==> config.mk <==
export PLATFORM = sky130hd
export DESIGN_NAME = axis_pkt_fifo_flat
export DESIGN_NICKNAME = d
export VERILOG_FILES = /design/src/rtl/axis_pkt_fifo_if.sv /design/src/rtl/axis_pkt_fifo.sv /design/src/flat_wrapper.sv
export SDC_FILE = /design/constraint.sdc
export NUM_CORES = 1
export LEC_CHECK = 0
export ABC_AREA = 1
export BUFFER_PORTS_ARGS = -buffer_cell sky130_fd_sc_hd__buf_2
export CAP_MARGIN = 20
export CORE_MARGIN = 1.5
export CORE_UTILIZATION = 52
export CTS_CLUSTER_DIAMETER = 120
export DETAILED_ROUTE_END_ITERATION = 16
export PLACE_DENSITY = 0.81
export SLEW_MARGIN = 20
export SYNTH_ARGS = -nofsm -noshare
export SYNTH_HDL_FRONTEND = slang
export SYNTH_SLANG_ARGS = --single-unit
==> constraint.sdc <==
create_clock -name aclk -period 7.5 [get_ports aclk]
set_clock_uncertainty 0.05 [all_clocks]
set_input_delay 1.875 -clock aclk [delete_from_list [all_inputs] [get_ports aclk]]
set_output_delay 1.875 -clock aclk [all_outputs]
set_load 0.01 [all_outputs]
==> src/rtl/axis_pkt_fifo_if.sv <==
// AXI4-Stream bundle used on both sides of axis_pkt_fifo.
// The master modport drives the beat; the slave modport drives tready.
interface axis_pkt_fifo_if #(
    parameter int DATA_WIDTH = 8,
    parameter int USER_WIDTH = 1
);
    localparam int KEEP_W = DATA_WIDTH / 8;

    logic                  tvalid;
    logic                  tready;
    logic [DATA_WIDTH-1:0] tdata;
    logic [KEEP_W-1:0]     tkeep;
    logic                  tlast;
    logic [USER_WIDTH-1:0] tuser;

    modport master (output tvalid, tdata, tkeep, tlast, tuser, input tready);
    modport slave  (input tvalid, tdata, tkeep, tlast, tuser, output tready);
endinterface

==> src/rtl/axis_pkt_fifo.sv <==
// AXI4-Stream synchronous FIFO with first-word fall-through output, occupancy count
// and an optional store-and-forward mode that drops packets larger than the buffer.
module axis_pkt_fifo #(
    parameter int DATA_WIDTH = 8,
    parameter int USER_WIDTH = 1,
    parameter int DEPTH      = 16,
    parameter int PKT_MODE   = 0
) (
    input  logic                   aclk,
    input  logic                   aresetn,
    axis_pkt_fifo_if.slave         s_axis,
    axis_pkt_fifo_if.master        m_axis,
    output logic [$clog2(DEPTH):0] fill_count,
    output logic                   drop_pulse
);
    localparam int ADDR_W  = $clog2(DEPTH);
    localparam int KEEP_W  = DATA_WIDTH / 8;
    localparam int ENTRY_W = USER_WIDTH + 1 + KEEP_W + DATA_WIDTH;
    localparam bit PKT_EN  = (PKT_MODE != 0);

    localparam logic [ADDR_W:0] DEPTH_C = (ADDR_W + 1)'(DEPTH);
    localparam logic [ADDR_W:0] ONE_C   = {{ADDR_W{1'b0}}, 1'b1};
    localparam logic [ADDR_W:0] ZERO_C  = {(ADDR_W + 1){1'b0}};

    typedef enum logic [0:0] {
        ST_ACCEPT = 1'b0,
        ST_DROP   = 1'b1
    } state_e;

    state_e            state_q, state_d;
    logic [ADDR_W:0]   rd_ptr_q, rd_ptr_d;
    logic [ADDR_W:0]   wr_ptr_q, wr_ptr_d;
    logic [ADDR_W:0]   wr_cur_q, wr_cur_d;
    logic              live_q;
    logic [ENTRY_W-1:0] mem_q [DEPTH];

    logic [ADDR_W:0]    fill_s;
    logic               full_s;
    logic               empty_s;
    logic               tready_s;
    logic               wr_hs_s;
    logic               rd_hs_s;
    logic               wr_en_s;
    logic               drop_s;
    logic [ENTRY_W-1:0] wr_entry_s;
    logic [ENTRY_W-1:0] rd_entry_s;

    // Occupancy, handshakes and the write-side ready decision.
    always_comb begin
        fill_s  = wr_cur_q - rd_ptr_q;
        full_s  = (fill_s == DEPTH_C);
        empty_s = (rd_ptr_q == wr_ptr_q);
        // live_q keeps tready low until the first edge after reset release.
        if (!live_q) begin
            tready_s = 1'b0;
        end else if (PKT_EN && (state_q == ST_DROP)) begin
            tready_s = 1'b1;
        end else begin
            tready_s = !full_s;
        end
        wr_hs_s    = s_axis.tvalid && tready_s;
        rd_hs_s    = !empty_s && m_axis.tready;
        wr_en_s    = wr_hs_s && (state_q == ST_ACCEPT);
        drop_s     = PKT_EN && wr_hs_s && (state_q == ST_DROP) && s_axis.tlast;
        wr_entry_s = {s_axis.tuser, s_axis.tlast, s_axis.tkeep, s_axis.tdata};
        rd_entry_s = mem_q[rd_ptr_q[ADDR_W-1:0]];
    end

    // Next-state for pointers and the accept/drop FSM.
    always_comb begin
        rd_ptr_d = rd_ptr_q + (rd_hs_s ? ONE_C : ZERO_C);
        wr_cur_d = wr_cur_q;
        wr_ptr_d = wr_ptr_q;
        state_d  = state_q;
        if (wr_en_s) begin
            wr_cur_d = wr_cur_q + ONE_C;
            if (!PKT_EN || s_axis.tlast) begin
                wr_ptr_d = wr_cur_q + ONE_C;
            end else begin
                wr_ptr_d = wr_ptr_q;
            end
        end else begin
            wr_cur_d = wr_cur_q;
        end
        case (state_q)
            ST_ACCEPT: begin
                // A partial packet that alone fills the buffer can never commit: rewind and drop it.
                if (PKT_EN && full_s && (wr_ptr_q == rd_ptr_q)) begin
                    state_d  = ST_DROP;
                    wr_cur_d = wr_ptr_q;
                end else begin
                    state_d = ST_ACCEPT;
                end
            end
            ST_DROP: begin
                if (drop_s) begin
                    state_d = ST_ACCEPT;
                end else begin
                    state_d = ST_DROP;
                end
            end
            default: begin
                state_d = ST_ACCEPT;
            end
        endcase
    end

    // Control state registers with asynchronous clear.
    always_ff @(posedge aclk or negedge aresetn) begin
        if (!aresetn) begin
            state_q  <= ST_ACCEPT;
            rd_ptr_q <= ZERO_C;
            wr_ptr_q <= ZERO_C;
            wr_cur_q <= ZERO_C;
            live_q   <= 1'b0;
        end else begin
            state_q  <= state_d;
            rd_ptr_q <= rd_ptr_d;
            wr_ptr_q <= wr_ptr_d;
            wr_cur_q <= wr_cur_d;
            live_q   <= 1'b1;
        end
    end

    // Beat storage; contents are don't-care until a pointer exposes them.
    always_ff @(posedge aclk) begin
        if (wr_en_s) begin
            mem_q[wr_cur_q[ADDR_W-1:0]] <= wr_entry_s;
        end
    end

    assign s_axis.tready = tready_s;
    assign m_axis.tvalid = !empty_s;
    assign {m_axis.tuser, m_axis.tlast, m_axis.tkeep, m_axis.tdata} = rd_entry_s;
    assign fill_count    = fill_s;
    assign drop_pulse    = drop_s;
endmodule

==> src/flat_wrapper.sv <==
// flat-port wrapper written by rule: the top's interface ports become plain ports
module axis_pkt_fifo_flat 
#(
    parameter int DATA_WIDTH = 8,
    parameter int USER_WIDTH = 1,
    parameter int DEPTH      = 16,
    parameter int PKT_MODE   = 0
)
  (aclk, aresetn, fill_count, drop_pulse, s_axis_tvalid, s_axis_tdata, s_axis_tkeep, s_axis_tlast, s_axis_tuser, s_axis_tready, m_axis_tvalid, m_axis_tdata, m_axis_tkeep, m_axis_tlast, m_axis_tuser, m_axis_tready);
  axis_pkt_fifo_if #(.DATA_WIDTH(DATA_WIDTH), .USER_WIDTH(USER_WIDTH)) s_axis_i ();
  axis_pkt_fifo_if #(.DATA_WIDTH(DATA_WIDTH), .USER_WIDTH(USER_WIDTH)) m_axis_i ();
  input  logic aclk;
  input  logic aresetn;
  output logic [$clog2(DEPTH):0] fill_count;
  output logic drop_pulse;
  input wire logic [$bits(s_axis_i.tvalid)-1:0] s_axis_tvalid;
  input wire logic [$bits(s_axis_i.tdata)-1:0] s_axis_tdata;
  input wire logic [$bits(s_axis_i.tkeep)-1:0] s_axis_tkeep;
  input wire logic [$bits(s_axis_i.tlast)-1:0] s_axis_tlast;
  input wire logic [$bits(s_axis_i.tuser)-1:0] s_axis_tuser;
  output wire logic [$bits(s_axis_i.tready)-1:0] s_axis_tready;
  output wire logic [$bits(m_axis_i.tvalid)-1:0] m_axis_tvalid;
  output wire logic [$bits(m_axis_i.tdata)-1:0] m_axis_tdata;
  output wire logic [$bits(m_axis_i.tkeep)-1:0] m_axis_tkeep;
  output wire logic [$bits(m_axis_i.tlast)-1:0] m_axis_tlast;
  output wire logic [$bits(m_axis_i.tuser)-1:0] m_axis_tuser;
  input wire logic [$bits(m_axis_i.tready)-1:0] m_axis_tready;
  assign s_axis_i.tvalid = s_axis_tvalid;
  assign s_axis_i.tdata = s_axis_tdata;
  assign s_axis_i.tkeep = s_axis_tkeep;
  assign s_axis_i.tlast = s_axis_tlast;
  assign s_axis_i.tuser = s_axis_tuser;
  assign s_axis_tready = s_axis_i.tready;
  assign m_axis_tvalid = m_axis_i.tvalid;
  assign m_axis_tdata = m_axis_i.tdata;
  assign m_axis_tkeep = m_axis_i.tkeep;
  assign m_axis_tlast = m_axis_i.tlast;
  assign m_axis_tuser = m_axis_i.tuser;
  assign m_axis_i.tready = m_axis_tready;
  axis_pkt_fifo #(.DATA_WIDTH(DATA_WIDTH), .USER_WIDTH(USER_WIDTH), .DEPTH(DEPTH), .PKT_MODE(PKT_MODE)) u_core (.aclk(aclk), .aresetn(aresetn), .s_axis(s_axis_i), .m_axis(m_axis_i), .fill_count(fill_count), .drop_pulse(drop_pulse));
endmodule
==> results of run 1 <==
## cells in the mapped netlist
library cell / instances
or2_1: 1
nand3_4: 1
buf_2: 12
buf_6: 2
clkbuf_1: 20
nor2_1: 132
o21ai_0: 85
a21oi_1: 2
nand3_2: 1
edfxtp_1: 176
inv_2: 1
inv_1: 16
conb_1: 2
o22ai_1: 22
fa_1: 1
xor2_1: 7
buf_4: 4
o211ai_1: 22
ha_1: 10
nand3_1: 29
nand4_1: 5
nand2_1: 61
and2_1: 2
dfrtp_1: 11
o21ai_1: 3
## critical path: stages (launching register included)
cell and delay (ns):
dfrtp_4 0.88, inv_1 0.58, fa_1 0.63, or2_1 0.24
nor2_1 0.15, nand3_2 0.19, and2_1 0.19, buf_2 0.13
## state kept, by name, summed over array words and instances, names as in the netlist
name	flops
u_core.wr_ptr_q	5
u_core.mem_q	176
u_core.live_q	1
u_core.rd_ptr_q	5
## per-stage QoR
step / instance area, um^2 / total power [uW] / worst slack [ns] / cells
detailed placement: 7960 / 2450 / 2.20 / 809
floorplan: 7730 / 2100 / 3.57 / 628
global placement: 7950 / 2400 / 2.24 / 809
finish: 8560 / 3310 / 2.15 / 840
global route: 8560 / 3500 / 1.93 / 840
CTS: 8530 / 3310 / 1.74 / 840
## cell families (layout without fill, tap and decap cells)
logic type / after synthesis / count (layout)
compound gates: 134 / 134
fa+ha+maj: 11 / 11
flops: 187 / 187
buf+inv: 55 / 83
simple gates: 232 / 232
xor+xnor: 7 / 7
other cells: 2 / 2
## final cells by class
| class | count | area, um^2 | share of cell area [%] |
|---|---|---|---|
| sequential | 187 | 5570 | 65.0 |
| multi-input combinational | 386 | 1950 | 22.8 |
| clock buffer | 21 | 440 | 5.15 |
| tap | 184 | 230 | 2.69 |
| timing repair buffer | 35 | 183 | 2.13 |
| clock inverter | 10 | 125 | 1.46 |
| inverter | 17 | 63.8 | 0.746 |
## power by group through the flow
stage          clock network, uW  logic, uW  registers [uW]
2_1_floorplan                  0        837            1260
3_3_place_gp                   0       1070            1330
3_5_place_dp                   0       1110            1340
4_1_cts                      871       1120            1320
5_1_grt                      913       1260            1330
6_report                     870       1120            1320
## per-layer routing
layer / track usage [%] / up-vias / share of wire [%]
li1: - / 2286 / -
met1: 28.9 / 2470 / 42
met2: 35.9 / 204 / 49
met3: 4.98 / 36 / 6.0
met4: 10.6 / 0 / 2.7
met5: 0 / - / 0
## worst min path at each step
stage	slack, ns	end	depth (start not counted)
finish	0.47	u_core.wr_ptr_q[4]	2
global route	0.48	u_core.wr_ptr_q[4]	2
CTS	0.47	u_core.wr_ptr_q[4]	2
detailed placement	0.45	u_core.wr_ptr_q[4]	2
global placement	0.44	u_core.wr_ptr_q[4]	2
floorplan	0.41	u_core.wr_ptr_q[4]	2
==> impl_metrics.tcl, run 1 <==
set metrics [dict create \
    tightestPinTransition_ns 1.13 \
    grt.total_usage_pct 22.3 \
    postSynthCellCount 628 \
    syn_nets 654 \
    portBuffers 32 \
    final-setup-viol-count 0 \
    postLayoutCoreUtil_pct 58.9 \
    critPathLaunchType "flop" \
    synthesis.area_mm2 0.00773 \
    cp-endpoint "s_axis_tready" \
    grt_max_degree 90 \
    rows 44 \
    ant_nets 0 \
    finalCritPeriodShare_pct 71.3 \
    fmax_mhz 187 \
    ys_warn_count 0 \
    layout_commonest_cell "edfxtp_1" \
    syn_avg_cell_area_um2 12.3 \
    die_width_um 125 \
    fillerInstances 1117 \
    finalSetupTns_ns 0 \
    grt_pass1_wl_mm 26.2 \
    synth.largest_area_cell "edfxtp_1" \
    vias_per_cell 5.95 \
    synth_seq_area_share_pct 72.0 \
    synth-xor-area-share_pct 0.794 \
    vias 4996 \
    gp_congestion 0.843 \
    ir_drop_uv 325 \
    synth_compound_area_share_pct 9.75 \
    path_max_fanout 69 \
    status "complete, no violations" \
    dp_hpwl_mm 9.98 \
    cts.sinks 187 \
    clock_latency_ns 0.43 \
    power_frac_clock_pct 26.3 \
    reg2reg_slack_ns 3.30 \
    synth-adder-area-share_pct 1.88 \
    final_cell_mix "edfxtp_1 (176), nor2_1 (118), o21ai_0 (85), nand2_1 (61), buf_2 (32)" \
    cts_buffer_depth 2 \
    routedWlPerCell_um 19.9 \
    total_leakage_power_uw 0.00291 \
    ys_seq_elements 187 \
    hold_slack_ns 0.466 \
    rsz0062_at_grt "false" \
    postCtsResizedCells 0 \
    path_class "flop to output pin" \
    numCtsBuffers 17 \
    min_from "u_core.wr_ptr_q[4]" \
    end_kind "output pin" \
    p_sw_share_pct 36.6 \
    intPower_uw 2100 \
    p_comb_share_pct 33.9 \
    synth_cell_types 25 \
    yosys-top-cells-area "edfxtp_1 (68%), nor2_1 (6.4%), o21ai_0 (5.5%)" \
    cts.clk_slew.worst_paths_ns 0.06 \
    drv_cap 0 \
    p_sw_uw 1210 \
    worstSetupStartpoint "u_core.rd_ptr_q[1]" \
    power_frac_seq_pct 39.8 \
    cts_tree "built" \
    cts-root-buf "clkbuf_16" \
    hold_class "flop to flop" \
    io_pins 34 \
    slew_violations 0 \
    dieArea_mm2 0.0156 \
    finalHoldViolCount 0 \
    synth_top_family_by_area "simple AND/OR/NAND/NOR gates" \
    grt_overflow 0 \
    r2r_cells 9 \
    reg2reg_to "u_core.mem_q[13][1]" \
    wirelength_mm 16.7 \
    drc 0 \
    initial_core_util_pct 53.2 \
    drt_iter0_markers 616 \
    cp_data_required_time_ns 5.58 \
    fp.coreArea_mm2 0.0145 \
    rr_startpoint "u_core.rd_ptr_q[1]" \
    nets 670 \
    critPathArrivalTime_ns 3.43 \
    relSlewSlack_pct 24.3 \
    grt_pass1_vias 4906 \
    synth_top_area_share_pct 68.4 \
    antenna_found_initial 0 \
    area_growth_pct 10.8 \
    drive_gt1_share_pct 11.6 \
    power.density_mw_per_mm2 387 \
    cts_hold_buffers 0 \
    h-tree-depth 4 \
    num_antenna_cells 0 \
    synth-simple-area-share_pct 12.3 \
    muxShareOfSynthArea_pct 0 \
    dr.pass1.iters 5 \
    die_h_um 125 \
    fin_crit_ns 5.35 \
    postCtsSetupBuffers 0 \
]
Note: power is estimated with default switching activity, not from simulation.
==> inputs of run 2 (changes only) <==
PLACE_DENSITY = 0.84   (was 0.81)
clock period = 4.3 ns   (was 7.5 ns; I/O delays follow)
==> impl_metrics.tcl, run 2 (same netlist as run 1, synthesis figures left out) <==
set metrics [dict create \
    status "complete, no violations" \
    fp.coreArea_mm2 0.0145 \
    grt.total_usage_pct 23.6 \
    grt_overflow 0 \
    portBuffers 32 \
    finalHoldViolCount 0 \
    area_growth_pct 12.1 \
    final-setup-viol-count 0 \
    postCtsResizedCells 0 \
    path_max_fanout 16 \
    dr.pass1.iters 5 \
    clock_latency_ns 0.43 \
    power.density_mw_per_mm2 680 \
    drt_iter0_markers 704 \
    vias_per_cell 6.09 \
    cp_data_required_time_ns 3.17 \
    fin_crit_ns 4.12 \
    cts-root-buf "clkbuf_16" \
    dp_hpwl_mm 10.8 \
    io_pins 34 \
    postCtsSetupBuffers 0 \
    rsz0062_at_grt "false" \
    h-tree-depth 4 \
    end_kind "output pin" \
    finalCritPeriodShare_pct 95.9 \
    routedWlPerCell_um 20.7 \
    grt_pass1_vias 5227 \
    cts_hold_buffers 0 \
    layout_commonest_cell "edfxtp_1" \
    fmax_mhz 243 \
    cts_buffer_depth 2 \
    stdcell_area_mm2 0.00866 \
    final_cell_mix "edfxtp_1 (176), nor2_1 (132), o21ai_0 (85), nand2_1 (61), buf_2 (32)" \
    ir_drop_uv 771 \
    tightestPinTransition_ns 1.04 \
    cts_tree "built" \
    grt_pass1_wl_mm 27.9 \
    antenna_found_initial 0 \
    rows 44 \
    cts.sinks 187 \
    num_antenna_cells 0 \
    die_h_um 125 \
    largest_reg_flops 176 \
    drv_cap 0 \
    ant_nets 0 \
    fillerInstances 1080 \
    cts.clk_slew.worst_paths_ns 0.06 \
    wirelength_mm 17.8 \
    finalSetupTns_ns 0 \
    relSlewSlack_pct 30.7 \
    die_width_um 125 \
    slew_violations 0 \
    nets 686 \
    initial_core_util_pct 53.2 \
    numCtsBuffers 17 \
    drc 0 \
    hold_class "input pin to async pin" \
    vias 5221 \
    place_area_mm2 0.00807 \
    dieArea_mm2 0.0156 \
    critPathArrivalTime_ns 3.00 \
    path_class "flop to output pin" \
    drive_gt1_share_pct 12.3 \
    grt_max_degree 90 \
    critPathLaunchType "flop" \
    total_leakage_power_uw 0.00300 \
    gp_congestion 0.819 \
]
## run 2: worst paths after layout
check                                    from            endpoint  slack, ns  cells after the start
setup / recovery           u_core.rd_ptr_q[2]       s_axis_tready       0.18                      8
hold / removal                        aresetn  u_core.wr_ptr_q[4]       0.46                      1
setup reg to reg           u_core.rd_ptr_q[2]  u_core.mem_q[6][0]       0.59                      9
hold reg to reg            u_core.wr_ptr_q[4]  u_core.wr_ptr_q[4]       0.47                      2
max in group asynchronous             aresetn  u_core.rd_ptr_q[1]       3.50                      1
min in group aclk          u_core.wr_ptr_q[4]  u_core.wr_ptr_q[4]       0.47                      2
## run 2: cell type report
class                   count  area (um^2)  share of cell area (%)
repair buffers             51          303                    3.50
clock buffers              20          437                    5.04
multi-input cells         386         1910                    22.1
flip-flops and latches    187         5560                    64.2
clock inverters            12          149                    1.72
inverters                  17         63.8                   0.737
well taps                 184          230                    2.66
## run 2: worst max-delay path: stages (launching register included)
cell and delay (ns):
dfrtp_1 0.72, inv_1 0.43, ha_1 0.48, a21oi_1 0.22
nand3_1 0.10, nand2_1 0.12, nand3_2 0.17, and2_1 0.18
buf_2 0.13
## run 2: per-layer routing
layer	part of all wire [%]	track usage, %	routed length (um)	up-vias
met5	0	0	0	-
met4	3.8	11.7	676	0
met3	8.1	4.77	1440	54
met2	51	39.4	9050	312
met1	37	29.5	6610	2545
li1	-	-	-	2310
## run 2: report_power, final
group          switching [uW]  total, uW  leakage [uW]  internal [uW]
sequential               92.0       2210       0.00172           2110
clock                     636       1540      0.000267            908
combinational            1460       2140       0.00101            672
total                    2190       5890       0.00300           3690
## run 2: stage by stage
| stage | setup slack, ns | utilization (%) | total power (uW) | cells | hold WS [ns] |
|---|---|---|---|---|---|
| 5_1_grt | 0.0526 | 59.6 | 6170 | 857 | 0.463 |
| 3_5_place_dp | 0.689 | 55.6 | 4320 | 825 | 0.455 |
| 4_1_cts | 0.235 | 59.6 | 5880 | 857 | 0.451 |
| 6_report | 0.178 | 59.6 | 5890 | 857 | 0.462 |
| 3_3_place_gp | 0.887 | 55.6 | 4210 | 825 | 0.448 |
| 2_1_floorplan | 1.17 | - | 3660 | 628 | 0.413 |
